$ cat config.mk
export PLATFORM = sky130hd
export DESIGN_NAME = sram_arbiter_flat
export DESIGN_NICKNAME = d
export VERILOG_FILES = /design/src/rtl/sram_arbiter_if.sv /design/src/rtl/sram_arbiter.sv /design/src/flat_wrapper.sv
export SDC_FILE = /design/constraint.sdc
export NUM_CORES = 1
export LEC_CHECK = 0
export CAP_MARGIN = 10
export CORE_MARGIN = 2
export CORE_UTILIZATION = 39
export CTS_CLUSTER_DIAMETER = 100
export CTS_CLUSTER_SIZE = 40
export DETAILED_ROUTE_END_ITERATION = 16
export PLACE_DENSITY = 0.81
export SLEW_MARGIN = 10
export SYNTH_ARGS = -nofsm -noshare
export SYNTH_HDL_FRONTEND = slang
export SYNTH_SLANG_ARGS = --single-unit
$ cat constraint.sdc
create_clock -name clk -period 2.6 [get_ports clk]
set_input_delay 0.39 -clock clk [delete_from_list [all_inputs] [get_ports clk]]
set_output_delay 0.39 -clock clk [all_outputs]
set_load 0.05 [all_outputs]
$ cat src/rtl/sram_arbiter_if.sv
// sram_arbiter_if: request/response channels of both clients plus the RAM-side bus.
// slave is the arbiter's view; master is the clients' and RAM's view.
interface sram_arbiter_if #(
    parameter int ADDR_W = 6,
    parameter int DATA_W = 8
);
    logic              req0_valid;
    logic              req0_ready;
    logic              req0_wr;
    logic [ADDR_W-1:0] req0_addr;
    logic [DATA_W-1:0] req0_wdata;
    logic              rsp0_valid;
    logic [DATA_W-1:0] rsp0_rdata;
    logic              req1_valid;
    logic              req1_ready;
    logic              req1_wr;
    logic [ADDR_W-1:0] req1_addr;
    logic [DATA_W-1:0] req1_wdata;
    logic              rsp1_valid;
    logic [DATA_W-1:0] rsp1_rdata;
    logic              ram_ce;
    logic              ram_wr;
    logic [ADDR_W-1:0] ram_addr;
    logic [DATA_W-1:0] ram_wdata;
    logic [DATA_W-1:0] ram_rdata;
    logic              init_done;

    modport slave (
        input  req0_valid, req0_wr, req0_addr, req0_wdata,
        output req0_ready, rsp0_valid, rsp0_rdata,
        input  req1_valid, req1_wr, req1_addr, req1_wdata,
        output req1_ready, rsp1_valid, rsp1_rdata,
        output ram_ce, ram_wr, ram_addr, ram_wdata,
        input  ram_rdata,
        output init_done
    );

    modport master (
        output req0_valid, req0_wr, req0_addr, req0_wdata,
        input  req0_ready, rsp0_valid, rsp0_rdata,
        output req1_valid, req1_wr, req1_addr, req1_wdata,
        input  req1_ready, rsp1_valid, rsp1_rdata,
        input  ram_ce, ram_wr, ram_addr, ram_wdata,
        output ram_rdata,
        input  init_done
    );
endinterface

$ cat src/rtl/sram_arbiter.sv
// sram_arbiter: round-robin sharing of one single-port synchronous RAM between two
// valid/ready clients, with an optional post-reset fill sweep.
module sram_arbiter #(
    parameter int                 ADDR_W     = 6,
    parameter int                 DATA_W     = 8,
    parameter bit                 INIT_EN    = 1'b1,
    parameter logic [DATA_W-1:0]  INIT_VALUE = '0
) (
    input  logic        clk,
    input  logic        rst_n,
    sram_arbiter_if.slave bus
);
    typedef enum logic {INIT, RUN} state_t;

    state_t            state, state_nxt;
    logic [ADDR_W-1:0] cnt;
    logic              rr;
    logic              grant;
    logic              accept;
    logic              sel_wr;
    logic [ADDR_W-1:0] sel_addr;
    logic [DATA_W-1:0] sel_wdata;
    logic              rd_pend, rd_port;
    logic              rsp_v, rsp_port;

    always_comb begin
        state_nxt = state;
        accept    = 1'b0;
        grant     = (bus.req0_valid & bus.req1_valid) ? rr : bus.req1_valid;
        sel_wr    = grant ? bus.req1_wr    : bus.req0_wr;
        sel_addr  = grant ? bus.req1_addr  : bus.req0_addr;
        sel_wdata = grant ? bus.req1_wdata : bus.req0_wdata;
        if (state == INIT)
            state_nxt = (&cnt) ? RUN : INIT;
        else
            accept = bus.req0_valid | bus.req1_valid;
    end

    assign bus.req0_ready = accept & ~grant;
    assign bus.req1_ready = accept & grant;
    assign bus.init_done  = (state == RUN);
    assign bus.rsp0_valid = rsp_v & ~rsp_port;
    assign bus.rsp1_valid = rsp_v & rsp_port;
    assign bus.rsp0_rdata = bus.ram_rdata;
    assign bus.rsp1_rdata = bus.ram_rdata;

    always_ff @(posedge clk) begin
        if (!rst_n) begin
            state         <= INIT_EN ? INIT : RUN;
            cnt           <= '0;
            rr            <= 1'b0;
            bus.ram_ce    <= 1'b0;
            bus.ram_wr    <= 1'b0;
            bus.ram_addr  <= '0;
            bus.ram_wdata <= '0;
            rd_pend       <= 1'b0;
            rd_port       <= 1'b0;
            rsp_v         <= 1'b0;
            rsp_port      <= 1'b0;
        end else begin
            state    <= state_nxt;
            // the RAM registers a read one cycle after issue, so the tag trails by two stages
            rd_pend  <= accept & ~sel_wr;
            rd_port  <= grant;
            rsp_v    <= rd_pend;
            rsp_port <= rd_port;
            if (state == INIT) begin
                bus.ram_ce    <= 1'b1;
                bus.ram_wr    <= 1'b1;
                bus.ram_addr  <= cnt;
                bus.ram_wdata <= INIT_VALUE;
                cnt           <= cnt + 1'b1;
            end else if (accept) begin
                bus.ram_ce    <= 1'b1;
                bus.ram_wr    <= sel_wr;
                bus.ram_addr  <= sel_addr;
                bus.ram_wdata <= sel_wdata;
                rr            <= ~grant;
            end else begin
                bus.ram_ce <= 1'b0;
                bus.ram_wr <= 1'b0;
            end
        end
    end
endmodule
$ cat src/flat_wrapper.sv
// flat-port wrapper written by rule: the top's interface ports become plain ports
module sram_arbiter_flat 
#(
    parameter int                 ADDR_W     = 6,
    parameter int                 DATA_W     = 8,
    parameter bit                 INIT_EN    = 1'b1,
    parameter logic [DATA_W-1:0]  INIT_VALUE = '0
)
  (clk, rst_n, bus_req0_valid, bus_req0_wr, bus_req0_addr, bus_req0_wdata, bus_req0_ready, bus_rsp0_valid, bus_rsp0_rdata, bus_req1_valid, bus_req1_wr, bus_req1_addr, bus_req1_wdata, bus_req1_ready, bus_rsp1_valid, bus_rsp1_rdata, bus_ram_ce, bus_ram_wr, bus_ram_addr, bus_ram_wdata, bus_ram_rdata, bus_init_done);
  sram_arbiter_if #(.ADDR_W(ADDR_W), .DATA_W(DATA_W)) bus_i ();
  input  logic clk;
  input  logic rst_n;
  input wire logic [$bits(bus_i.req0_valid)-1:0] bus_req0_valid;
  input wire logic [$bits(bus_i.req0_wr)-1:0] bus_req0_wr;
  input wire logic [$bits(bus_i.req0_addr)-1:0] bus_req0_addr;
  input wire logic [$bits(bus_i.req0_wdata)-1:0] bus_req0_wdata;
  output wire logic [$bits(bus_i.req0_ready)-1:0] bus_req0_ready;
  output wire logic [$bits(bus_i.rsp0_valid)-1:0] bus_rsp0_valid;
  output wire logic [$bits(bus_i.rsp0_rdata)-1:0] bus_rsp0_rdata;
  input wire logic [$bits(bus_i.req1_valid)-1:0] bus_req1_valid;
  input wire logic [$bits(bus_i.req1_wr)-1:0] bus_req1_wr;
  input wire logic [$bits(bus_i.req1_addr)-1:0] bus_req1_addr;
  input wire logic [$bits(bus_i.req1_wdata)-1:0] bus_req1_wdata;
  output wire logic [$bits(bus_i.req1_ready)-1:0] bus_req1_ready;
  output wire logic [$bits(bus_i.rsp1_valid)-1:0] bus_rsp1_valid;
  output wire logic [$bits(bus_i.rsp1_rdata)-1:0] bus_rsp1_rdata;
  output wire logic [$bits(bus_i.ram_ce)-1:0] bus_ram_ce;
  output wire logic [$bits(bus_i.ram_wr)-1:0] bus_ram_wr;
  output wire logic [$bits(bus_i.ram_addr)-1:0] bus_ram_addr;
  output wire logic [$bits(bus_i.ram_wdata)-1:0] bus_ram_wdata;
  input wire logic [$bits(bus_i.ram_rdata)-1:0] bus_ram_rdata;
  output wire logic [$bits(bus_i.init_done)-1:0] bus_init_done;
  assign bus_i.req0_valid = bus_req0_valid;
  assign bus_i.req0_wr = bus_req0_wr;
  assign bus_i.req0_addr = bus_req0_addr;
  assign bus_i.req0_wdata = bus_req0_wdata;
  assign bus_req0_ready = bus_i.req0_ready;
  assign bus_rsp0_valid = bus_i.rsp0_valid;
  assign bus_rsp0_rdata = bus_i.rsp0_rdata;
  assign bus_i.req1_valid = bus_req1_valid;
  assign bus_i.req1_wr = bus_req1_wr;
  assign bus_i.req1_addr = bus_req1_addr;
  assign bus_i.req1_wdata = bus_req1_wdata;
  assign bus_req1_ready = bus_i.req1_ready;
  assign bus_rsp1_valid = bus_i.rsp1_valid;
  assign bus_rsp1_rdata = bus_i.rsp1_rdata;
  assign bus_ram_ce = bus_i.ram_ce;
  assign bus_ram_wr = bus_i.ram_wr;
  assign bus_ram_addr = bus_i.ram_addr;
  assign bus_ram_wdata = bus_i.ram_wdata;
  assign bus_i.ram_rdata = bus_ram_rdata;
  assign bus_init_done = bus_i.init_done;
  sram_arbiter #(.ADDR_W(ADDR_W), .DATA_W(DATA_W), .INIT_EN(INIT_EN), .INIT_VALUE(INIT_VALUE)) u_core (.clk(clk), .rst_n(rst_n), .bus(bus_i));
endmodule
==> out/results.ini <==
[worst_setup_path]
critPathMaxFanout=16
cp_slowest_cell=clkdlybuf4s50_1
r2r-start=u_core.bus.init_done
crit_path_start=u_core.bus.init_done
reg2reg_slack_ns=0.91
required_ns=2.21
start_kind=flop
cp-endpoint=bus_init_done
worst_path_largest_cell_delay_ns=0.91
reg2regPathDepth=5
crit_cells=1
worstSetupPathType=flop to output pin
critical_path_arrival_ns=1.95
cp-end-kind=output pin
cp_cell_sequence=clkdlybuf4s50_1
crit_family=buffers and inverters
cp_num_buf_inv=1
reg2reg_to=u_core.bus.ram_addr[2]

[place]
dp_slack_ns=0.635
hpwl_mm=2.15
io_buffers=54
routabilityCongestion=0.751

[power]
p_leak_nw=0.644
power_density_nw_per_um2=435
vdd_drop_max_v=0.000372

[timing]
max_freq_mhz=427
slew-limit-headroom_pct=61.8
slew_viol_final=0
worst_pin_slew_ns=0.573
final.setup.worst_slack_ns=0.256
fin_crit_ns=2.34
timing.setup.tns_ns=0
fin_skew_ns=0.00408
rsz0062_at_grt=false
layout_worst_path_cycle_share_pct=90.2
setup_viol=0
hold_violations=0

[detailed_routing]
vias_per_cell=4.82
postRouteAntennaNets=0
drc=0
drt_iter0_markers=46
via_count=1148
drtPass1Iterations=4
routedWlPerCell_um=11.8
wirelength_mm=2.80

[finish]
nNetsFinal=238
fillers=295
final_common_cell=clkdlybuf4s50_1
diodes=0
mostFrequentLayoutCells=52 x clkdlybuf4s50_1, 28 x dfxtp_1, 22 x nand2_1
drive_gt1_share_pct=6.19
multi_input_area_um2=571
areaGrowthSynthToFinish_pct=38.7
final-seq-area_um2=561

[logic_synthesis]
yosysSeqAreaShare_pct=43.4
ys_types=29
synthCells=156
syn_area_per_cell_um2=8.29
yosysWarnings=0
ys_ff_latch=28
synth_fp_nets=199
syn_area_um2=1290

[flow_run]
drv_cap=0

[die]
fp.coreArea_um2=3100
die_area_um2=3790
start_util_pct=41.7
die_w_um=61.6
die-height_um=61.6
io_pins=79
rows=20

[grt]
grt_usage_pct=15.6
grt_max_degree=18
antenna_found_initial=0
grt_pass1_wl_mm=4.40
grt.overflow.total=0
first_global_vias=1015

[cts]
clock_sinks=28
hold_buffers=0
clockBufferDepth=2
clk_pin_slew_ns=0.15
cts-resized-gates=0
numCtsBuffers=3
post-cts-setup-buffers=0
clk-insertion-delay-late_ns=0.33
cts_tree=built
htreeDepth=1
clockRootBuffer=clkbuf_4

[run_status]
status=complete, no violations

[hold_path]
min_path_type=flop to flop
hold_start=u_core.rd_pend

[Yosys cell counts]
| master | instances | area, um2 |
|---|---|---|
| and3_1 | 1 | 6.26 |
| nor2b_1 | 3 | 18.8 |
| inv_2 | 1 | 3.75 |
| mux2i_1 | 2 | 20.0 |
| nor2b_2 | 1 | 8.76 |
| ha_1 | 1 | 12.5 |
| xnor2_1 | 1 | 8.76 |
| a22oi_1 | 8 | 60.1 |
| a21bo_2 | 1 | 10.0 |
| or3_1 | 1 | 6.26 |
| dfxtp_1 | 28 | 561 |
| a31oi_1 | 7 | 43.8 |
| or2_1 | 1 | 6.26 |
| buf_6 | 1 | 11.3 |
| buf_2 | 3 | 15.0 |
| xor2_1 | 3 | 26.3 |
| a21oi_1 | 10 | 50.1 |
| nand2b_1 | 1 | 6.26 |
| nand3_1 | 5 | 25.0 |
| buf_4 | 16 | 120 |
| clkbuf_1 | 2 | 7.51 |
| o31ai_1 | 5 | 37.5 |
| o21ai_0 | 3 | 15.0 |
| and2_1 | 4 | 25.0 |
| nor2_1 | 21 | 78.8 |
| clkinv_1 | 1 | 3.75 |
| nand3_2 | 1 | 10.0 |
| nand2_1 | 22 | 82.6 |
| o22ai_1 | 2 | 12.5 |
[per-stage QoR]
step / hold WS [ns] / util (%) / cells / power [W] / instance area (um2)
after global placement: 0.414 / 56.6 / 234 / 0.000576 / 1760
after detailed placement: 0.422 / 56.6 / 234 / 0.000577 / 1760
after CTS: 0.455 / 57.8 / 238 / 0.000786 / 1790
final: 0.452 / 57.8 / 238 / 0.000780 / 1790
after global routing: 0.461 / 57.8 / 238 / 0.000807 / 1790
after floorplan: 0.412 / - / 156 / 0.000576 / 1290
[cell families after synthesis]
family          after synthesis  share of synthesized area (%)
buf+inv                      24                           12.5
fa+ha+maj                     1                          0.968
compound gates               36                           17.7
mux                           2                           1.55
flops                        28                           43.4
simple gates                 61                           21.2
xor+xnor                      4                           2.71
[cell type report]
cell class                      instances  share of cell area (%)
Clock buffer                            4                    2.02
Inverter                                2                   0.419
Multi-Input combinational cell        104                    31.8
Sequential cell                        28                    31.3
Tap cell                               44                    3.07
Timing Repair Buffer                   56                    31.4
[state kept, by name (all words and copies together), names as in the netlist]
| register | flops |
|---|---|
| u_core.bus.init_done | 1 |
| u_core.bus.ram_addr | 6 |
| u_core.bus.ram_ce | 1 |
| u_core.bus.ram_wdata | 8 |
| u_core.bus.ram_wr | 1 |
| u_core.cnt | 6 |
| u_core.rd_pend | 1 |
| u_core.rd_port | 1 |
| u_core.rr | 1 |
| u_core.rsp_port | 1 |
| u_core.rsp_v | 1 |
[where the power goes]
group | switching (W) | internal, W
clock | 0.000127 | 0.0000858
combinational | 0.0000522 | 0.0000691
sequential | 0.00000658 | 0.000439
[how the worst min path moves through the flow]
stage                                 end  slack [ns]  depth (start not counted)
after global routing         u_core.rsp_v        0.46                          1
final                        u_core.rsp_v        0.45                          1
after floorplan           u_core.rsp_port        0.41                          1
after CTS                    u_core.rsp_v        0.46                          1
after global placement       u_core.rsp_v        0.41                          1
after detailed placement     u_core.rsp_v        0.42                          1
[metal layers]
metal | routed length, um | part of all wire (%) | track usage (%) | vias up
met5 | 0 | 0 | 0 | -
met4 | 21 | 0.75 | 3.34 | 0
met3 | 252 | 9.0 | 6.30 | 4
met2 | 1320 | 47 | 25.3 | 39
met1 | 1210 | 43 | 19.6 | 511
li1 | - | - | - | 594
(Power assumes the default switching activity.)
